===== src/rtl/fetch_unit_if.sv =====
// Fetch-unit bus: instruction-memory address/data, branch redirect and the
// valid/ready handshake toward decode. master = fetch unit, slave = its environment.
interface fetch_unit_if #(
  parameter int DATA_WIDTH = 32
);
  logic [DATA_WIDTH-1:0] pc_address;
  logic [DATA_WIDTH-1:0] instruction;
  logic                  redirect_valid;
  logic [DATA_WIDTH-1:0] redirect_target;
  logic                  out_valid;
  logic                  out_ready;
  logic [DATA_WIDTH-1:0] out_instr;
  logic [DATA_WIDTH-1:0] out_pc;
  logic                  fetch_fault;

  modport master (
    output pc_address, out_valid, out_instr, out_pc, fetch_fault,
    input  instruction, redirect_valid, redirect_target, out_ready
  );

  modport slave (
    input  pc_address, out_valid, out_instr, out_pc, fetch_fault,
    output instruction, redirect_valid, redirect_target, out_ready
  );
endinterface


===== src/rtl/fetch_unit.sv =====
// Instruction fetch: PC register, 2-entry {instr, pc} queue toward decode,
// branch redirect with flush, and sticky out-of-range fetch fault.
module fetch_unit #(
  parameter int                    DATA_WIDTH = 32,
  parameter int                    ADDR_WIDTH = 8,
  parameter logic [DATA_WIDTH-1:0] RESET_PC   = '0
) (
  input  logic         clk,
  input  logic         rst_n,
  fetch_unit_if.master bus
);

  typedef enum logic [1:0] {
    BOOT  = 2'd0,
    RUN   = 2'd1,
    FAULT = 2'd2
  } state_t;

  state_t                state, state_n;
  logic [DATA_WIDTH-1:0] pc, pc_n;
  logic                  fault, fault_n;
  logic [DATA_WIDTH-1:0] fifo_instr [2];
  logic [DATA_WIDTH-1:0] fifo_pc    [2];
  logic                  rd_ptr;
  logic                  wr_ptr;
  logic [1:0]            count;
  logic                  push, pop, flush;
  logic                  out_of_range;
  logic                  unused_target_bits;

  assign out_of_range       = |pc[DATA_WIDTH-1:ADDR_WIDTH+2];
  assign pop                = (count != 2'd0) && bus.out_ready;
  // With two slots, the write slot is rd_ptr + count (mod 2); when full and
  // popping this lands on the slot being vacated this cycle.
  assign wr_ptr             = rd_ptr ^ count[0];
  assign unused_target_bits = ^bus.redirect_target[1:0];

  always_comb begin
    state_n = state;
    pc_n    = pc;
    fault_n = fault;
    push    = 1'b0;
    flush   = 1'b0;
    if (state != BOOT && bus.redirect_valid) begin
      flush   = 1'b1;
      pc_n    = {bus.redirect_target[DATA_WIDTH-1:2], 2'b00};
      fault_n = 1'b0;
      state_n = RUN;
    end else begin
      unique case (state)
        BOOT: state_n = RUN;
        RUN: begin
          if (out_of_range) begin
            fault_n = 1'b1;
            state_n = FAULT;
          end else if (count != 2'd2 || pop) begin
            push = 1'b1;
            pc_n = pc + DATA_WIDTH'(4);
          end
        end
        FAULT: ;
        default: state_n = BOOT;
      endcase
    end
  end

  always_ff @(posedge clk or negedge rst_n) begin
    if (!rst_n) begin
      state  <= BOOT;
      pc     <= RESET_PC;
      fault  <= 1'b0;
      count  <= '0;
      rd_ptr <= 1'b0;
      for (int unsigned i = 0; i < 2; i++) begin
        fifo_instr[i] <= '0;
        fifo_pc[i]    <= '0;
      end
    end else begin
      state <= state_n;
      pc    <= pc_n;
      fault <= fault_n;
      if (flush) begin
        count  <= '0;
        rd_ptr <= 1'b0;
      end else begin
        if (push) begin
          fifo_instr[wr_ptr] <= bus.instruction;
          fifo_pc[wr_ptr]    <= pc;
        end
        if (pop) rd_ptr <= ~rd_ptr;
        unique case ({push, pop})
          2'b10:   count <= count + 2'd1;
          2'b01:   count <= count - 2'd1;
          default: count <= count;
        endcase
      end
    end
  end

  assign bus.pc_address  = pc;
  assign bus.out_valid   = (count != 2'd0);
  assign bus.out_instr   = fifo_instr[rd_ptr];
  assign bus.out_pc      = fifo_pc[rd_ptr];
  assign bus.fetch_fault = fault;

endmodule


===== src/flat_wrapper.sv =====
// flat-port wrapper written by rule: the top's interface ports become plain ports
module fetch_unit_flat 
#(
  parameter int                    DATA_WIDTH = 32,
  parameter int                    ADDR_WIDTH = 8,
  parameter logic [DATA_WIDTH-1:0] RESET_PC   = '0
)
  (clk, rst_n, bus_pc_address, bus_out_valid, bus_out_instr, bus_out_pc, bus_fetch_fault, bus_instruction, bus_redirect_valid, bus_redirect_target, bus_out_ready);
  fetch_unit_if #(.DATA_WIDTH(DATA_WIDTH)) bus_i ();
  input  logic clk;
  input  logic rst_n;
  output wire logic [$bits(bus_i.pc_address)-1:0] bus_pc_address;
  output wire logic [$bits(bus_i.out_valid)-1:0] bus_out_valid;
  output wire logic [$bits(bus_i.out_instr)-1:0] bus_out_instr;
  output wire logic [$bits(bus_i.out_pc)-1:0] bus_out_pc;
  output wire logic [$bits(bus_i.fetch_fault)-1:0] bus_fetch_fault;
  input wire logic [$bits(bus_i.instruction)-1:0] bus_instruction;
  input wire logic [$bits(bus_i.redirect_valid)-1:0] bus_redirect_valid;
  input wire logic [$bits(bus_i.redirect_target)-1:0] bus_redirect_target;
  input wire logic [$bits(bus_i.out_ready)-1:0] bus_out_ready;
  assign bus_pc_address = bus_i.pc_address;
  assign bus_out_valid = bus_i.out_valid;
  assign bus_out_instr = bus_i.out_instr;
  assign bus_out_pc = bus_i.out_pc;
  assign bus_fetch_fault = bus_i.fetch_fault;
  assign bus_i.instruction = bus_instruction;
  assign bus_i.redirect_valid = bus_redirect_valid;
  assign bus_i.redirect_target = bus_redirect_target;
  assign bus_i.out_ready = bus_out_ready;
  fetch_unit #(.DATA_WIDTH(DATA_WIDTH), .ADDR_WIDTH(ADDR_WIDTH), .RESET_PC(RESET_PC)) u_core (.clk(clk), .rst_n(rst_n), .bus(bus_i));
endmodule

===== config.mk =====
export PLATFORM = sky130hd
export DESIGN_NAME = fetch_unit_flat
export DESIGN_NICKNAME = d
export VERILOG_FILES = /design/src/rtl/fetch_unit_if.sv /design/src/rtl/fetch_unit.sv /design/src/flat_wrapper.sv
export SDC_FILE = /design/constraint.sdc
export NUM_CORES = 1
export LEC_CHECK = 0
export CAP_MARGIN = 20
export CORE_ASPECT_RATIO = 1.2
export CORE_MARGIN = 5
export CORE_UTILIZATION = 30
export CTS_CLUSTER_DIAMETER = 100
export DETAILED_ROUTE_END_ITERATION = 12
export HOLD_SLACK_MARGIN = 0.15
export PLACE_DENSITY = 0.54
export SKIP_LAST_GASP = 1
export SLEW_MARGIN = 40
export SYNTH_ARGS = -nofsm -noshare
export SYNTH_HDL_FRONTEND = slang
export SYNTH_SLANG_ARGS = --single-unit
export TNS_END_PERCENT = 5

===== constraint.sdc =====
create_clock -name clk -period 2.9 [get_ports clk]
set_clock_uncertainty 0.15 [all_clocks]
set_input_delay 0.725 -clock clk [delete_from_list [all_inputs] [get_ports clk]]
set_output_delay 0.725 -clock clk [all_outputs]
set_load 0.1 [all_outputs]

==> results of run 1 <==
[through the flow]
step	cells	setup WS, ps
2_1_floorplan	538	45.48
3_3_place_gp	1000	-54.60
3_5_place_dp	1000	-67.21
4_1_cts	1033	194.0
5_1_grt	1033	163.2
6_report	1033	250.4
[power by group through the flow]
stage               logic [mW]  registers, mW  clock network, mW
detailed placement        1.00           2.44                  0
finish                   0.994           2.40               2.17
CTS                       1.00           2.40               2.24
global route              1.05           2.41               2.34
floorplan                0.172           2.92                  0
global placement         0.987           2.43                  0
[cells by family after synthesis]
group	Yosys count	share of synthesized area [%]
adder cells (fa/ha/maj)	2	0.3620
multiplexers	142	23.14
XOR/XNOR	4	0.5070
AND/OR/NAND/NOR	165	12.64
AO/OA/AOI/OAI	25	2.299
buffers and inverters	36	3.077
flip-flops	160	57.93
other	1	0.05426
[registers in the layout, summed over array words and instances, names as in the netlist]
signal and cells:
u_core.bus.fetch_fault 1, u_core.bus.pc_address 30, u_core.count 2, u_core.fifo_instr 64
u_core.fifo_pc 60, u_core.rd_ptr 1, u_core.state 2
[cells in the mapped netlist (3+ instances only)]
library cell and number:
nand3_1 4, or4_1 3, inv_1 4, o31ai_1 4, nor4_1 7, mux2_2 139
or3_1 3, dfrtp_1 160, buf_4 11, a31oi_1 8, nand2_1 66, nand4_1 4
o21ai_0 7, clkbuf_1 16, mux2_1 3, xnor2_1 3, nor2_1 16, nor2b_1 45
[worst register-to-register path: cells and delay by family, from the launching register on]
family	cells	cell delay, ps
multiplexers	1	380
AND/OR/NAND/NOR	3	860
flip-flops	1	420
buffers and inverters	3	730
[layout make-up]
class,count,area share (%)
flip-flops and latches,160,39.57
well taps,310,3.830
repair buffers,185,23.88
clock inverters,15,1.470
clock buffers,17,4.201
multi-input cells,342,26.90
inverters,4,0.1483
[final timing paths]
path                       cells after the start  slack (ps)                     to
hold / removal                                 1         340  u_core.fifo_instr[17]
setup / recovery                               7         250  u_core.fifo_instr[28]
min in group asynchronous                      2         680   u_core.fifo_instr[8]
max in group asynchronous                      3        1250      u_core.fifo_pc[5]
hold reg to reg                                1         340  u_core.fifo_instr[17]
setup reg to reg                               7         250  u_core.fifo_instr[28]
[cell usage in the layout (no fill, tap or decap), drive strengths merged]
cell type	Yosys	layout
nor2	16	16
clkbuf	18	17
or3	4	4
and4	2	2
xor2	1	1
nand4b	1	1
nor3b	1	1
dlygate4sd3	0	1
dfrtp	160	160
ha	2	2
a21oi	2	2
buf	14	120
a31o	1	1
nor2b	45	45
nand3	4	4
mux2	142	142
inv	4	11
or2	1	1
nor3	2	2
o41ai	2	2
nor4	8	8
bufinv	0	1
or4	5	5
clkinvlp	0	5
a21boi	1	1
xnor2	3	3
o31ai	4	4
nand2b	1	1
nand2	66	66
clkinv	0	2
a31oi	8	8
or3b	1	1
or4bb	1	1
nand3b	2	2
nand4	4	4
and2	1	1
clkdlybuf4s50	0	64
conb	1	4
o21ai	7	7
[layer usage]
| metal | track usage [%] | vias up |
|---|---|---|
| li1 | - | 2211 |
| met1 | 15.39 | 2352 |
| met2 | 23.11 | 135 |
| met3 | 4.390 | 14 |
| met4 | 3.851 | 0 |
| met5 | 0 | - |
==> impl_metrics.toml, run 1 <==
[outcome]
status = "complete, no violations"

[pwr]
p_switching_mw = 1.801
comb_power_share_pct = 17.9
share_seq_of_total_power_pct = 43.1
power_density_nw_per_um2 = 549.1
p_leak_nw = 4.821
vdd_drop_max_v = 0.0004615
intPower_mw = 3.759
swShare_pct = 32.40
p_total_mw = 5.561
clock_power_share_pct = 39.0

[logic_synthesis]
synth_area_leaders = "dfrtp_1 58%, mux2_2 23%, nor2b_1 4.1%, nand2_1 3.6%, buf_4 1.2%"
ys_seq_area_share_pct = 57.93
ys_seq_elements = 160
synth_top_cell_area_share_pct = 57.93
ys_dominant_reg_cell = "dfrtp_1"
syn_inst = 535
yosysTopAreaCell = "dfrtp_1"
synthDistinctLibCells = 42
synth_edf_count = 0
synth_area_um2 = 6912
ys_warn_count = 0
synth-async-reset-ratio_pct = 100.0
avgSynthCellArea_um2 = 12.92

[detailed_routing]
ant_nets = 0
wl_mm = 16.87
first_pass_iters = 4
drt-met1-wl_mm = 7.026
top_layer = "met4"
drtIter0Drc = 138
drc = 0
post_drt_via_cell_ratio = 4.561
avgRoutedWirePerCell_um = 16.33
via_count = 4712
wl_met2_mm = 8.571
met3_length_mm = 1.066

[setup_path]
start_kind = "flop"
cpMostUsedCell = "buf_4"
startpoint = "u_core.bus.pc_address[24]"
worst_ep_arrival_time_ps = 2800
crit_path_end_kind = "flop"
cpPeakStageDelay_ps = 430
slowest_stage = "nor4_1"
crit_required_ps = 3050
rr_startpoint = "u_core.bus.pc_address[24]"
crit_family = "simple AND/OR/NAND/NOR gates"
cp_num_buf_inv = 3
path_cells = "nor4_1, buf_4, nand4_1, buf_4, nor4_4, buf_4, mux2_2"
critPathMaxFanout = 15
worstSetupPathType = "flop to flop"

[global_route]
grt_antenna_before_repair = 0
grt_first_pass_wirelength_mm = 27.74
grt_overflow = 0
grt_pass1_vias = 5293
grt_max_degree = 57
grt_util_all_layers_pct = 13.21

[clock_network]
postCtsResizedCells = 0
htree_levels = 4
clockBufferDepth = 2
cts-root-buf = "clkbuf_16"
cts.repair_timing.setup_buffer_count = 0
cts_tree = "done"
insertion_delay_ps = 420
clk_pin_slew_ps = 70
cts_made_buffers = 17
cts_hold_buf = 1
cts.sinks = 160

[flow_run]
drv_cap = 0

[finish]
synthToLayoutAreaGrowth_pct = 46.52
n_antenna_cell = 0
final_util_pct = 44.82
final_area_um2 = 10130
nets = 780
seqCellArea_um2 = 4008
multiInputGateArea_um2 = 2724
n_fill_cell = 2053
drive_gt1_share_pct = 41.91

[sta]
max_slew_margin_pct = 55.67
worstMarginPinSlew_ps = 662.4
fin_tns_setup_ps = 0
layout_min_cycle_time_ps = 2650
setup_violations = 0
fmax_mhz = 377.4
rsz0062_at_grt = "false"
maxSlewViolCount = 0
period_share_pct = 91.37
finalHoldViolCount = 0
holdWs_ps = 341.4

[hold_path]
worstHoldStart = "u_core.fifo_instr[17]"
worstHoldPathType = "flop to flop"

[placement]
dpl.hpwl_mm = 12.14
place_area_um2 = 9543
gp_congestion = 0.7672
numPortBuffers = 159

[floorplan]
fp.coreArea_um2 = 22600
die_h_um = 176.3
ios = 166
fp.dieW_um = 148.6
dieArea_um2 = 26190
initial_utilization_pct = 30.59
rows = 60
Power figures use the tool's default switching activity.
==> run 2: changes to the inputs <==
--- a/config.mk
+++ b/config.mk
@@ -11,8 +11,8 @@
 export CORE_UTILIZATION = 30
 export CTS_CLUSTER_DIAMETER = 100
 export DETAILED_ROUTE_END_ITERATION = 12
+export GPL_TIMING_DRIVEN = 0
 export HOLD_SLACK_MARGIN = 0.15
-export PLACE_DENSITY = 0.54
 export SKIP_LAST_GASP = 1
 export SLEW_MARGIN = 40
 export SYNTH_ARGS = -nofsm -noshare
==> run 2 against run 1 <==
Effect of this change: final cell count rose by 1.2%; clock power rose by 11%; die area unchanged; total power grew 3.3%; final area fell by 9.3%; sequential share of layout area is 4.0 points higher; global-route usage about the same; critical path depth fell by 4; utilization is 4.2 points lower; critical endpoint is now bus_out_instr[11].
==> impl_metrics.toml, run 2 (synthesis gave the netlist of run 1 again) <==
[floorplan]
fp.coreArea_um2 = 22600
fp.dieW_um = 148.6
ios = 166
initial_utilization_pct = 30.59
die_h_um = 176.3
rows = 60
dieArea_um2 = 26190

[hold_path]
worstHoldStart = "u_core.fifo_instr[17]"
min_to = "u_core.fifo_instr[17]"
worstHoldPathType = "flop to flop"
hold_path_depth = 1

[sta]
holdWs_ps = 336.9
finalWorstSetupSlack_ps = 38.40
finalHoldViolCount = 0
fmax_mhz = 349.5
maxSlewViolCount = 0
period_share_pct = 98.68
rsz0062_at_grt = "true"
setup_violations = 0
layout_min_cycle_time_ps = 2862
max_slew_margin_pct = 63.43
fin_tns_setup_ps = 0
worstMarginPinSlew_ps = 546.6

[setup_path]
start_kind = "flop"
slowest_stage = "dfrtp_2"
cp_num_buf_inv = 2
crit_required_ps = 2030
r2r_setup_slack_ps = 50
rr_startpoint = "u_core.bus.pc_address[15]"
cpPeakStageDelay_ps = 520
worst_ep_arrival_time_ps = 1990
r2r_end = "u_core.fifo_instr[16]"
critPathMaxFanout = 10
path_cells = "clkbuf_2, mux2_2, buf_2"
worstSetupPathType = "flop to output pin"
crit_family = "buffers and inverters"
r2r_cells = 6
crit_path_end_kind = "output pin"

[clock_network]
cts_tree = "done"
htree_levels = 4
clk_pin_slew_ps = 70
insertion_delay_ps = 420
cts.sinks = 160
cts-root-buf = "clkbuf_16"
clockBufferDepth = 2
cts_made_buffers = 17

[pwr]
power_density_nw_per_um2 = 625.2
p_total_mw = 5.744
vdd_drop_max_v = 0.0003877
p_leak_nw = 4.711

[detailed_routing]
avgRoutedWirePerCell_um = 16.27
via_count = 4687
drtIter0Drc = 162
post_drt_via_cell_ratio = 4.485
drc = 0
ant_nets = 0
wl_mm = 17.00
first_pass_iters = 4

[global_route]
grt_util_all_layers_pct = 13.25
grt_first_pass_wirelength_mm = 27.66
grt_max_degree = 75
grt_antenna_before_repair = 0
grt_overflow = 0
grt_pass1_vias = 5114

[finish]
final_util_pct = 40.66
multiInputGateArea_um2 = 2713
largest_reg_flops = 64
synthToLayoutAreaGrowth_pct = 32.93
fin_cells = 1045
nets = 792
final_area_um2 = 9188
mostFrequentLayoutCell = "dfrtp_1"
n_fill_cell = 2158
seqCellArea_um2 = 4008
n_antenna_cell = 0
final_cell_mix = "157 x dfrtp_1, 139 x mux2_2, 95 x buf_2, 66 x nand2_1, 64 x clkdlybuf4s50_1"
top_register = "u_core.fifo_instr"
drive_gt1_share_pct = 41.50

[placement]
dp.cells = 1009
dpl.hpwl_mm = 11.96
dp_slack_ps = -742.4
place_area_um2 = 8494
gp_congestion = 0.7528
numPortBuffers = 159

[flow_run]
drv_cap = 0

[outcome]
status = "complete, no violations"
run 2: layout make-up:
type	instances	area share, %
multi-input cells	342	29.52
well taps	310	4.222
clock buffers	19	4.930
clock inverters	13	1.866
inverters	4	0.1634
repair buffers	166	13.43
flip-flops and latches	160	43.62
plain buffers	31	2.247
run 2: metal layers:
| layer | part of all wire, % | track usage (%) | wire (um) | vias up |
|---|---|---|---|---|
| met5 | 0 | 0 | 0 | - |
| met4 | 0.84 | 3.157 | 143 | 0 |
| met3 | 7.0 | 4.827 | 1197 | 13 |
| met2 | 47 | 21.23 | 7970 | 142 |
| met1 | 45 | 17.14 | 7693 | 2306 |
| li1 | - | - | - | 2226 |
run 2: report_power, final:
part           internal [mW]  switching, mW
sequential              2.30         0.0849
clock                   1.42          0.982
combinational          0.206          0.744
run 2: what timing repair did:
action / in CTS / in global routing
endpoints found under the setup margin: 179 / 161
hold buffers: 1 / 0
hold endpoints to repair: 13 / 0
setup buffers: 3 / 1
cloned: 0 / 0
gates resized for setup: 9 / 1
pin swaps: 1 / 1
run 2: how the worst max path moves through the flow:
| stage | endpoint | from | slack, ps | cells after the start |
|---|---|---|---|---|
| 2_1_floorplan | u_core.fifo_instr[15] | u_core.bus.pc_address[16] | 50 | 5 |
| 3_3_place_gp | u_core.bus.pc_address[3] | rst_n | -6370 | 1 |
| 3_5_place_dp | u_core.fifo_instr[16] | bus_out_ready | -740 | 6 |
| 4_1_cts | u_core.fifo_instr[48] | u_core.bus.pc_address[26] | -240 | 5 |
| 5_1_grt | u_core.fifo_instr[20] | u_core.bus.pc_address[16] | -140 | 6 |
| 6_report | bus_out_instr[11] | u_core.rd_ptr | 40 | 3 |
run 2: worst register-to-register path, stage by stage (launching register included):
cell	delay [ps]
dfrtp_1	420
nor4_1	490
nand4_1	470
nor4_4	370
buf_4	190
buf_2	280
mux2_2	370
